`config.mk`:
```
export PLATFORM = sky130hd
export DESIGN_NAME = serial_add_ctrl
export DESIGN_NICKNAME = d
export VERILOG_FILES = /design/src/rtl/serial_add_ctrl.sv
export SDC_FILE = /design/constraint.sdc
export NUM_CORES = 1
export LEC_CHECK = 0
export BUFFER_PORTS_ARGS = -buffer_cell sky130_fd_sc_hd__clkbuf_2
export CAP_MARGIN = 0
export CORE_ASPECT_RATIO = 1.1
export CORE_MARGIN = 2
export CORE_UTILIZATION = 50
export CTS_BUF_LIST = sky130_fd_sc_hd__clkbuf_8
export DETAILED_ROUTE_END_ITERATION = 6
export PLACE_DENSITY_LB_ADDON = 0.05
export SLEW_MARGIN = 0
export SYNTH_ARGS = -nofsm -noshare
export SYNTH_HDL_FRONTEND = slang
export SYNTH_SLANG_ARGS = --single-unit
```
`constraint.sdc`:
```
create_clock -name clk -period 2.9 [get_ports clk]
set_clock_uncertainty 0.15 [all_clocks]
set_input_delay 0.435 -clock clk [delete_from_list [all_inputs] [get_ports clk]]
set_output_delay 0.435 -clock clk [all_outputs]
set_load 0.02 [all_outputs]
```
`src/rtl/serial_add_ctrl.sv`:
```
// Bit-serial adder/subtractor controller: one result bit per cycle,
// LSB first, through a single full adder built from two half adders.
module serial_add_ctrl #(
  parameter int WIDTH = 8
) (
  input  logic             clk,
  input  logic             rst,
  input  logic             start,
  input  logic             sub,
  input  logic [WIDTH-1:0] a,
  input  logic [WIDTH-1:0] b,
  input  logic             cin,
  output logic             busy,
  output logic             done,
  output logic [WIDTH-1:0] sum,
  output logic             cout,
  output logic             ovf
);

  localparam int CW = (WIDTH > 1) ? $clog2(WIDTH) : 1;
  localparam logic [CW-1:0] LAST = CW'(WIDTH - 1);

  typedef enum logic [1:0] {
    IDLE,
    RUN,
    DONE
  } state_t;

  state_t           state;
  logic [WIDTH-1:0] a_r;
  logic [WIDTH-1:0] b_r;
  logic             carry;
  logic [CW-1:0]    cnt;

  logic ai;
  logic bi;
  logic s1;
  logic c1;
  logic fs;
  logic fc;

  // b_r already holds ~b for subtract, so the adder never changes mode
  always_comb begin
    ai = a_r[cnt];
    bi = b_r[cnt];
    s1 = ai ^ bi;
    c1 = ai & bi;
    fs = s1 ^ carry;
    fc = c1 | (s1 & carry);
  end

  always_ff @(posedge clk or posedge rst) begin
    if (rst) begin
      state <= IDLE;
      a_r   <= '0;
      b_r   <= '0;
      carry <= 1'b0;
      cnt   <= '0;
      busy  <= 1'b0;
      done  <= 1'b0;
      sum   <= '0;
      cout  <= 1'b0;
      ovf   <= 1'b0;
    end else begin
      unique case (state)
        IDLE: begin
          if (start) begin
            a_r   <= a;
            b_r   <= sub ? ~b : b;
            carry <= sub ? 1'b1 : cin;
            cnt   <= '0;
            busy  <= 1'b1;
            state <= RUN;
          end
        end
        RUN: begin
          sum[cnt] <= fs;
          carry    <= fc;
          if (cnt == LAST) begin
            // carry still holds the carry into the MSB here
            cout  <= fc;
            ovf   <= carry ^ fc;
            busy  <= 1'b0;
            done  <= 1'b1;
            state <= DONE;
          end else begin
            cnt <= cnt + 1'b1;
          end
        end
        DONE: begin
          done  <= 1'b0;
          state <= IDLE;
        end
        default: begin
          busy  <= 1'b0;
          done  <= 1'b0;
          state <= IDLE;
        end
      endcase
    end
  end

endmodule

```
==> results.tsv <==
stage	metric	value	unit
logic_synthesis	Yosys top cell area share	51.3	%
die	Rows	21	
sta	Max Fclk	386	MHz
pwr	leakage	0.856	nW
detailed_routing	Vias/cell	5.61	
worst_setup_path	CP cell instances	mux4_1 -> mux2_2 -> fa_1 -> mux2_2	
detailed_routing	drt pass-1 iters	6	
logic_synthesis	number of flops mapped to enable cells by yosys	0	
clock_network	Clock Path Buffers	2	
worst_setup_path	Largest stage delay, worst path	0.59	ns
logic_synthesis	Commonest cells post-synth	34 x dfrtp_1, 19 x mux2_2, 12 x a21oi_1, 12 x nor2_1, 9 x xnor2_1	
place	Routability Congestion	0.755	
worst_setup_path	Worst path top cell family by delay	multiplexers	
finish	fillcell total	273	
worst_setup_path	Crit. End Element	flip-flop	
worst_setup_path	slowest CP cell	mux4_1	
sta	setup violators final	0	
clock_network	clk_lat worst skew	0.28	ns
global_routing	initial antenna violation count	0	
finish	Area Overhead vs Synth	15.2	%
worst_setup_path	flop2flop setup slack	0.31	ns
sta	Min Hold Slack	0.0673	ns
run_status	status	finished with violations	
worst_setup_path	Reg-to-Reg End	sum[1]	
logic_synthesis	Mapped Nets	158	
detailed_routing	via count	1122	
detailed_routing	Residual DRC	2	
clock_network	H-Tree Level Count	2	
global_routing	gr ovfl total	0	
place	HPWL Detailed	2.13	mm
clock_network	clock sink total	34	
pwr	total power	2.25	mW
logic_synthesis	flops & latches, synth	34	
place	DP Cell Count	194	
die	Die Width	58.9	um
die	Initial Util	53.5	%
worst_setup_path	Crit path top cell by count	mux2_2	
worst_setup_path	CP arrival	2.62	ns
flow_run	Max Cap Viol	0	
detailed_routing	drt total wl	2.87	mm
logic_synthesis	fraction of registers with async set/reset	100	%
clock_network	TritonCTS clock tree	done	
global_routing	total track usage	17.9	%
sta	Final period util	89.4	%
hold_path	hold crit path type	in2async	
worst_setup_path	depth of the most critical reg-to-reg path	4	
place	port bufs	32	
logic_synthesis	top cells by area, synth	dfrtp_1 51%, mux2_2 13%, xnor2_1 4.8%	
worst_setup_path	Worst Path Max Fanout	10	
worst_setup_path	FF-to-FF Start	cnt[0]	
detailed_routing	wire per inst	14.4	um
logic_synthesis	Netlist cell types	29	
worst_setup_path	Worst setup SP type	flip-flop	
finish	fin cells	200	
logic_synthesis	Post-Syn Area	1660	sq um
place	dpl cell area	1830	sq um
pwr	Pint	1.41	mW
clock_network	Post-CTS Setup Bufs	0	
logic_synthesis	most area-hungry cell type in the Yosys netlist	dfrtp_1	
sta	min Tclk post-route	2.59	ns
logic_synthesis	Primary FF master, synth	dfrtp_1	
pwr	Sw Ratio	37.4	%
finish	Design Area, Final	1910	sq um
die	Die Area	3790	sq um
detailed_routing	1st-iter DRT viols	23	
clock_network	CTS resizes	0	
run_status	violated checks	design-rule violations	
worst_setup_path	crit path buf inv count	0	
logic_synthesis	Syn. warnings	0	
pwr	Comb pwr share	44.4	%
finish	ant diodes	0	
clock_network	CTS root buf	clkbuf_8	
die	Die Y-Extent	64.4	um
die	Core Region	3100	sq um
worst_setup_path	Required @ worst endpoint	2.92	ns
global_routing	first-pass GRT wire length	5.00	mm
sta	RSZ-0062 raised after global routing	no	
pwr	Pwr per Cell Area	1180	nW/um^2
sta	Rel. slew slack	55.5	%
die	IO Pins	33	
logic_synthesis	syn avg cell area	12.4	sq um
pwr	Reg power frac	40.6	%
pwr	switching power	0.841	mW
pwr	Max rail drop VDD	0.469	mV
detailed_routing	remaining antenna violation count	0	
pwr	clock share of power	15.0	%
clock_network	CTS clk-pin slew, worst paths	0.07	ns
logic_synthesis	post-synthesis cell count	134	
finish	# nets final	191	
worst_setup_path	critical path class	reg2reg	
logic_synthesis	top-count cell post-synth	dfrtp_1	
logic_synthesis	sequential area share after synthesis	51.3	%
global_routing	vias in the first global route	1100	
clock_network	Num CTS Buffers	5	
global_routing	pin count of the biggest net entering global routing	19	
finish	share of layout cells above drive strength 1	38.0	%
clock_network	CTS Hold Bufs	0	
sta	post-route setup TNS	0	ns
sta	final hold vios	0	
sta	pins over their slew limit	0	
sta	Slew @ Worst Pin	0.666	ns
## worst max-delay path by stage
stage / startpoint / end / slack [ns] / cells after the start
after floorplan: cnt[0] / sum[3] / 0.56 / 5
after global placement: cnt[0] / sum[7] / 0.35 / 4
after detailed placement: cnt[0] / sum[6] / 0.30 / 4
after CTS: cnt[0] / sum[6] / 0.29 / 4
after global routing: cnt[0] / sum[5] / 0.18 / 4
final: cnt[0] / sum[1] / 0.31 / 4
## state kept, by name, summed over array words and instances (netlist names)
register / cells
a_r: 8
b_r: 8
sum: 8
cnt: 3
state: 2
busy: 1
carry: 1
cout: 1
done: 1
ovf: 1
## cells in the final DEF (no fill, tap or decap), drive strengths merged, types with 2 or more instances in the layout
cell type / count
clkbuf: 38
dfrtp: 34
mux2: 19
a21oi: 12
nor2: 12
xnor2: 9
nand3b: 4
inv: 4
nand2: 4
o21ai: 4
nor3b: 4
mux4: 4
o2bb2ai: 3
nor3: 2
a22oi: 2
ha: 2
buf: 2
## cell type report
type	count	area, sq um	area share, %
timing repair buffer	34	175	9.17
inverter	4	15.0	0.786
sequential	34	851	44.5
multi-input combinational	88	744	39.0
tap	34	42.5	2.23
clock buffer	6	82.6	4.32
## cells by family (layout without fill, tap and decap cells)
family / Yosys count / in the layout / share of synthesized area, %
fa+ha+maj: 3 / 3 / 2.72
simple gates: 30 / 30 / 10.5
buf+inv: 12 / 44 / 3.77
mux: 23 / 23 / 18.8
compound gates: 23 / 23 / 8.15
xor+xnor: 9 / 9 / 4.75
flops: 34 / 34 / 51.3
## per-layer routing
layer  part of all wire, %  global-route usage, %  vias up
li1                      -                      -      544
met1                    42                   20.8      544
met2                    51                   29.2       28
met3                   5.2                   7.49        6
met4                   1.5                   6.82        0
met5                     0                      0        -
## metrics by stage
| stage | util [%] | setup slack, ns |
|---|---|---|
| 5_1_grt | 61.6 | 0.176 |
| 3_3_place_gp | 59.0 | 0.350 |
| 2_1_floorplan | - | 0.557 |
| 6_report | 61.6 | 0.307 |
| 4_1_cts | 61.6 | 0.292 |
| 3_5_place_dp | 59.0 | 0.298 |
## power by group through the flow
stage	combinational, mW	clock, mW	sequential (mW)
4_1_cts	1.02	0.345	0.917
6_report	0.998	0.337	0.914
5_1_grt	1.11	0.369	0.951
3_5_place_dp	1.01	0	0.926
3_3_place_gp	0.969	0	0.914
2_1_floorplan	0.767	0	0.913
No activity file was read; power rests on OpenSTA's default activity.
